## src/rtl/seq_divider.sv

```systemverilog
// seq_divider: unsigned restoring divider, one quotient bit per clock.
// Defining SEQ_DIVIDER_DBZ_EN turns on divide-by-zero detection. A zero
// divisor then completes in one cycle and raises div_by_zero. With the macro
// left undefined, a zero divisor runs the normal N-step sequence and
// div_by_zero is tied low.
module seq_divider #(
  parameter int N = 8
) (
  input  logic         clk,
  input  logic         reset_n,
  input  logic         start,
  input  logic [N-1:0] dividend,
  input  logic [N-1:0] divisor,
  output logic         ready,
  output logic         done,
  output logic [N-1:0] quotient,
  output logic [N-1:0] remainder,
  output logic         div_by_zero
);

  localparam int W1 = N + 1;
  localparam int CW = $clog2(N + 1);
  localparam logic [CW-1:0] CNT_N   = CW'(N);
  localparam logic [CW-1:0] CNT_ONE = CW'(1);

  localparam logic [1:0] IDLE = 2'd0;
  localparam logic [1:0] OP   = 2'd1;
  localparam logic [1:0] DONE = 2'd2;

  logic [1:0]    state;
  logic [N-1:0]  dvd_q;
  logic [N-1:0]  dvs_q;
  logic [N:0]    rem_q;
  logic [CW-1:0] cnt_q;

  logic [N:0]    r_shift;
  logic [N:0]    r_next;
  logic          q_bit;
  logic [N-1:0]  dvd_next;

  assign ready = (state == IDLE);
  assign done  = (state == DONE);

  // One restoring step: bring in the next dividend bit, trial-subtract the
  // divisor, and shift the resulting quotient bit into the vacated LSB.
  always_comb begin
    r_shift = (rem_q << 1) | W1'(dvd_q[N-1]);
    r_next  = r_shift;
    q_bit   = 1'b0;
    if (r_shift >= {1'b0, dvs_q}) begin
      r_next = r_shift - {1'b0, dvs_q};
      q_bit  = 1'b1;
    end
    dvd_next = (dvd_q << 1) | N'(q_bit);
  end

`ifdef SEQ_DIVIDER_DBZ_EN
  logic dbz_q;
  assign div_by_zero = dbz_q;
`else
  assign div_by_zero = 1'b0;
`endif

  // FSM and datapath. Results only load on the way into DONE, so the outputs
  // keep the last answer for the whole of the next operation.
  always_ff @(posedge clk or negedge reset_n) begin
    if (!reset_n) begin
      state     <= IDLE;
      dvd_q     <= '0;
      dvs_q     <= '0;
      rem_q     <= '0;
      cnt_q     <= '0;
      quotient  <= '0;
      remainder <= '0;
`ifdef SEQ_DIVIDER_DBZ_EN
      dbz_q     <= 1'b0;
`endif
    end else begin
      case (state)
        IDLE: begin
          if (start) begin
            dvd_q <= dividend;
            dvs_q <= divisor;
            rem_q <= '0;
            cnt_q <= CNT_N;
`ifdef SEQ_DIVIDER_DBZ_EN
            if (divisor == '0) begin
              quotient  <= '1;
              remainder <= dividend;
              dbz_q     <= 1'b1;
              state     <= DONE;
            end else begin
              state <= OP;
            end
`else
            state <= OP;
`endif
          end
        end
        OP: begin
          dvd_q <= dvd_next;
          rem_q <= r_next;
          cnt_q <= cnt_q - CNT_ONE;
          if (cnt_q == CNT_ONE) begin
            quotient  <= dvd_next;
            remainder <= r_next[N-1:0];
`ifdef SEQ_DIVIDER_DBZ_EN
            dbz_q     <= 1'b0;
`endif
            state     <= DONE;
          end
        end
        DONE: begin
          state <= IDLE;
        end
        default: begin
          state <= IDLE;
        end
      endcase
    end
  end

endmodule
```

## config.mk

```make
export PLATFORM = sky130hd
export DESIGN_NAME = seq_divider
export DESIGN_NICKNAME = d
export VERILOG_FILES = /design/src/rtl/seq_divider.sv
export SDC_FILE = /design/constraint.sdc
export NUM_CORES = 1
export LEC_CHECK = 0
export ABC_AREA = 1
export CORE_MARGIN = 2
export CORE_UTILIZATION = 58
export DETAILED_ROUTE_END_ITERATION = 10
export PLACE_DENSITY = 0.93
export SYNTH_ARGS = -nofsm -noshare
export SYNTH_HDL_FRONTEND = slang
export SYNTH_SLANG_ARGS = --single-unit
```

## constraint.sdc

```tcl
create_clock -name clk -period 2.64 [get_ports clk]
set_input_delay 0.264 -clock clk [delete_from_list [all_inputs] [get_ports clk]]
set_output_delay 0.264 -clock clk [all_outputs]
set_load 0.005 [all_outputs]
```

After elaboration in Yosys (flattened, before gate mapping)
Index checks and enable logic that the tools add are counted.

Flip-flop bits (word level): 46. Bits of input ports: 19. Word-level logic and storage cells: 34.

Eq/ne operators: 5. Muxes and demuxes: 11. Add/subtract/negate cells: 2. $lt $le $gt $ge: 1. Bitwise logic cells: 2. Reduce and logical (&&, ||, !) cells: 6.

Operator list (count): 8-bit one-hot mux with 2 select lines (2); 8-bit 2-to-1 mux (3); 9-bit by 8-bit >= comparator with 1-bit output (1); 9-bit by 1-bit bitwise OR with 9-bit output (1); 8-bit by 1-bit bitwise OR with 8-bit output (1); 4-bit one-hot mux with 2 select lines (1); 2-bit AND reduction (4); 8-bit subtractor (1); 4-bit by 1-bit == test with 1-bit output (second input constant) (1); 2-bit 2-to-1 mux (2); 4-bit 2-to-1 mux (1); 2-bit != test (second input constant) (2); 2-bit one-hot mux with 2 select lines (1); 4-bit by 1-bit subtractor with 4-bit output (second input constant) (1); 2-bit by 1-bit == test with 1-bit output (second input constant) (1); 2-bit == test (second input constant) (1); 2-bit logical NOT (1); 2-bit nonzero test (1); 1-bit 2-to-1 mux (1).

Logic depth before layout (Yosys ltp)
Word-level depth: 5. Depth in mapped cells: 13. Mapped depth without buffers: 13.

Least setup slack after synthesis
No wires, ideal clock.

Path kind: register -> register. Start point: reg dvd_q[7]. End point: reg remainder[4]. Library setup time: 0.116 ns. Buffers on the path: 0. Data arrival time: 1.512 ns. Required time: 2.524 ns. Period minus slack after synthesis: 1.629 ns. Slack: 1.011 ns. Stages on the path, launching flop included: 12. Cell sequence: dfrtp_1 > inv_1 > ha_1 > inv_1 > fa_1 > nand3_1 > nand3_1 > xor2_1 > nand2_2 > nand2_2 > nand2_1 > nand2_1.

Longest elaborated chain between the ends: 3. Elaborated cells between the ends (all ways): 4. Those cells by class: 1 x add/sub; 1 x order compare; 1 x mux; 1 x bitwise.

RTL lines: start: declaration (line 31) `logic [N-1:0] dvd_q;`; start signal: assignment (line 82) `dvd_q <= dividend;`; start signal: assignment (line 101) `dvd_q <= dvd_next;`; 9-bit by 1-bit bitwise OR with 9-bit output * (line 47) `r_shift = (rem_q << 1) | W1'(dvd_q[N-1]);`; 8-bit subtractor or 9-bit by 8-bit >= comparator with 1-bit output (tied branches) (line 51, 50); 8-bit 2-to-1 mux * (line 50) `if (r_shift >= {1'b0, dvs_q}) begin`; end signal: assignment (line 106) `remainder <= r_next[N-1:0];`; end: declaration (line 17) `output logic [N-1:0] remainder,`.

Mark *: on every way between the ends. The rest lies on a longest branch, timed or not. A chain may end at the register's enable or synchronous reset.

Final worst setup path
Start point: reg rem_q[1]. End point: reg remainder[1].

Longest elaborated chain between the ends: 3.

RTL lines: start: declaration (line 33) `logic [N:0] rem_q;`; start signal: assignment (line 102) `rem_q <= r_next;`; 9-bit by 1-bit bitwise OR with 9-bit output (line 47); 9-bit by 8-bit >= comparator with 1-bit output (line 50); 8-bit 2-to-1 mux (line 50).

No other way between the ends.

==> impl_metrics.sql <==
INSERT INTO impl_metrics (metric_group, metric, value, unit) VALUES
('run_status', 'outcome', 'completed', ''),
('floorplan', 'die-height', '68.73', 'um'),
('final_layout', 'area_growth_syn_to_layout', '19.26', '%'),
('global_routing', 'pin_count_of_the_biggest_net_entering_global_routing', '47', ''),
('floorplan', 'i_o_pins', '38', ''),
('final_layout', 'antenna_fix_cells', '0', ''),
('sta', 'slew_headroom', '0.3331', ''),
('routing', 'route.final.wire_length', '5182', 'um'),
('sta', 'grt_setup_unrepaired', 'false', ''),
('pwr', 'powerDensity', '1508', 'nW/um2'),
('clock_tree', 'ctsHtreeMaxLevel', '2', ''),
('routing', 'antenna_left', '0', ''),
('global_routing', 'globalRouteOverflowTotal', '0', ''),
('sta', 'min_period', '1882', 'ps'),
('final_layout', 'final_net_count', '363', ''),
('clock_tree', 'clk_latency', '300', 'ps'),
('pwr', 'p_sw', '2.013', 'mW'),
('final_layout', 'post_route_cells_drive_above_1_share', '0.09281', ''),
('yosys', 'ys_seq_elements', '46', ''),
('pwr', 'power.share.clock', '0.119', ''),
('sta', 'min_period_over_period', '0.7127', ''),
('floorplan', 'die_area', '4723', 'um2'),
('yosys', 'ys_seq_area_frac', '0.4737', ''),
('pwr', 'seq_power_share', '0.289', ''),
('placed_design', 'routabilityCongestion', '0.8654', ''),
('floorplan', 'die_w', '68.73', 'um'),
('clock_tree', 'clockBufferDepth', '2', ''),
('clock_tree', 'cts_buffers', '5', ''),
('sta', 'hold_violations', '0', ''),
('sta', 'tightestPinTransition', '1000', 'ps'),
('global_routing', 'grtUsageTotal', '0.2452', ''),
('final_layout', 'most_common_cell_after_layout_fill_and_taps_aside', 'sky130_fd_sc_hd__nand2_1', ''),
('sta', 'fin_setup_tns', '0', 'ps'),
('setup_path', 'startpoint_type', 'register', ''),
('routing', 'met3RoutedLength', '230', 'um'),
('yosys', 'ys_top_cells_by_area', 'sky130_fd_sc_hd__dfrtp_1, sky130_fd_sc_hd__nand2_1, sky130_fd_sc_hd__ha_1', ''),
('floorplan', 'floorplan.initialDensity', '0.6031', ''),
('sta', 'report.final.slew_viol_count', '0', ''),
('pwr', 'power.internal', '2.358', 'mW'),
('yosys', 'avgSynthCellArea', '8.154', 'um2'),
('clock_tree', 'ctsRootBufferMaster', 'sky130_fd_sc_hd__clkbuf_8', ''),
('routing', 'via_count', '2073', ''),
('setup_path', 'endpoint_class_of_the_critical_path', 'register', ''),
('floorplan', 'core-area', '4029', 'um2'),
('global_routing', 'grt_pass1_vias', '2035', ''),
('clock_tree', 'post_cts.repair.setup_buffers', '0', ''),
('routing', 'wl_met2', '2767', 'um'),
('yosys', 'syn_inst', '298', ''),
('sta', 'post-route-worst-setup-slack', '758.4', 'ps'),
('clock_tree', 'numClockSinks', '46', ''),
('pwr', 'comb_power_share', '0.593', ''),
('run', 'cap_viol_max_count', '0', ''),
('pwr', 'vdd_drop_max', '0.7588', 'mV'),
('floorplan', 'std_cell_rows', '23', ''),
('routing', 'first_pass_iters', '4', ''),
('placed_design', 'dp_slack', '826.0', 'ps'),
('setup_path', 'worst-endpoint-required', '2830', 'ps'),
('routing', 'top_layer_used', 'met4', ''),
('setup_path', 'timing.critical_path.fanout_max', '9', ''),
('routing', 'initialDrtViolationCount', '122', ''),
('placed_design', 'dpl.hpwl', '3792', 'um'),
('setup_path', 'timing.critical_path.arrival', '2070', 'ps'),
('yosys', 'synthDominantCellAreaShare', '0.4737', ''),
('clock_tree', 'post_cts_resized', '0', ''),
('yosys', 'yosysWarnings', '0', ''),
('sta', 'fmax', '0.5315', 'GHz'),
('routing', 'wirelength_met1', '2078', 'um'),
('pwr', 'switching_part_of_the_total', '0.4605', ''),
('clock_tree', 'cts_tree', 'built', ''),
('setup_path', 'crit_type', 'reg2reg', ''),
('clock_tree', 'holdBufCountCts', '0', '');
-- worst paths after layout --
check	startpoint	to	slack, ps	cells after the start
worst max-delay path	rem_q[1]	remainder[1]	760	9
worst min-delay path	reset_n	dvs_q[5]	120	1
worst max register to register	rem_q[1]	remainder[1]	760	9
worst min register to register	quotient[6]	quotient[6]	480	2
max in group asynchronous	reset_n	state[1]	1890	1
min in group clk	quotient[6]	quotient[6]	480	2
-- critical path, stage by stage, from the launching register on --
cell                       delay (ps)
sky130_fd_sc_hd__dfrtp_1          430
sky130_fd_sc_hd__ha_1             420
sky130_fd_sc_hd__nand2_2          110
sky130_fd_sc_hd__nor2_1            50
sky130_fd_sc_hd__nand2_1           90
sky130_fd_sc_hd__nor2_2            60
sky130_fd_sc_hd__nor2_4           260
sky130_fd_sc_hd__nand3b_1         160
sky130_fd_sc_hd__nand3_1          140
sky130_fd_sc_hd__nand2_1           60
-- power by group through the flow --
stage	Sequential, mW	Combinational, mW	Clock (mW)
6_report	1.26	2.59	0.519
5_1_grt	1.30	2.92	0.560
4_1_cts	1.26	2.59	0.529
3_5_place_dp	1.27	2.56	0
3_3_place_gp	1.25	2.45	0
2_1_floorplan	1.23	1.91	0
-- synth_stat cells --
library cell / instances
sky130_fd_sc_hd__nand3_1: 21
sky130_fd_sc_hd__o211ai_1: 2
sky130_fd_sc_hd__a31oi_1: 1
sky130_fd_sc_hd__nand2_4: 1
sky130_fd_sc_hd__nand2_2: 12
sky130_fd_sc_hd__inv_1: 30
sky130_fd_sc_hd__buf_2: 4
sky130_fd_sc_hd__nor2_4: 1
sky130_fd_sc_hd__inv_2: 3
sky130_fd_sc_hd__o22ai_1: 1
sky130_fd_sc_hd__buf_6: 2
sky130_fd_sc_hd__o21ai_0: 17
sky130_fd_sc_hd__a22oi_1: 5
sky130_fd_sc_hd__a21oi_2: 1
sky130_fd_sc_hd__nor2_2: 2
sky130_fd_sc_hd__nand2_1: 109
sky130_fd_sc_hd__o21ai_1: 4
sky130_fd_sc_hd__nand4_2: 1
sky130_fd_sc_hd__clkbuf_8: 1
sky130_fd_sc_hd__clkbuf_1: 1
sky130_fd_sc_hd__nor2_1: 9
sky130_fd_sc_hd__nand2_8: 1
sky130_fd_sc_hd__xor2_1: 2
sky130_fd_sc_hd__xnor2_1: 1
sky130_fd_sc_hd__or3_1: 1
sky130_fd_sc_hd__nand3b_1: 2
sky130_fd_sc_hd__ha_1: 10
sky130_fd_sc_hd__fa_1: 1
sky130_fd_sc_hd__a21oi_1: 3
sky130_fd_sc_hd__dfrtp_1: 46
sky130_fd_sc_hd__conb_1: 1
sky130_fd_sc_hd__buf_4: 1
sky130_fd_sc_hd__nand4_1: 1
-- flip-flops by register name (all words and copies together), names as in the netlist --
signal	count
dvd_q	8
state	2
rem_q	8
quotient	8
remainder	8
cnt_q	4
dvs_q	8
-- cell type report --
| class | instances | area, um2 |
|---|---|---|
| inverter | 33 | 123.9 |
| tap | 50 | 62.56 |
| fill | 338 | 1131 |
| timing repair buffer | 37 | 362.8 |
| clock buffer | 6 | 72.57 |
| sequential | 46 | 1151 |
| clock inverter | 2 | 37.54 |
| multi-input combinational | 210 | 1087 |
-- metrics by stage --
stage | instance area (um2) | total power [mW] | hold slack, ps | utilization
floorplan | 2430 | 3.141 | -31.59 | -
global placement | 2788 | 3.707 | 460.2 | 0.6919
detailed placement | 2788 | 3.828 | 465.0 | 0.6919
CTS | 2898 | 4.381 | 164.8 | 0.7193
global route | 2898 | 4.785 | 218.0 | 0.7193
finish | 2898 | 4.370 | 124.3 | 0.7193
-- layer usage --
| layer | global-route usage | vias up |
|---|---|---|
| met2 | 0.4579 | 65 |
| li1 | - | 1008 |
| met5 | 0 | - |
| met4 | 0.08824 | 0 |
| met1 | 0.2756 | 986 |
| met3 | 0.04708 | 14 |
-- logic make-up (layout without fill, tap and decap cells) --
family	after synthesis	count (layout)	synth area share
other	1	1	0.001543
AO/OA/AOI/OAI	34	34	0.07982
XOR/XNOR	3	3	0.01082
flip-flops	46	46	0.4737
buffers and inverters	42	78	0.07878
adder cells (fa/ha/maj)	11	11	0.05973
AND/OR/NAND/NOR	161	161	0.2956
Power figures use the tool's default switching activity.
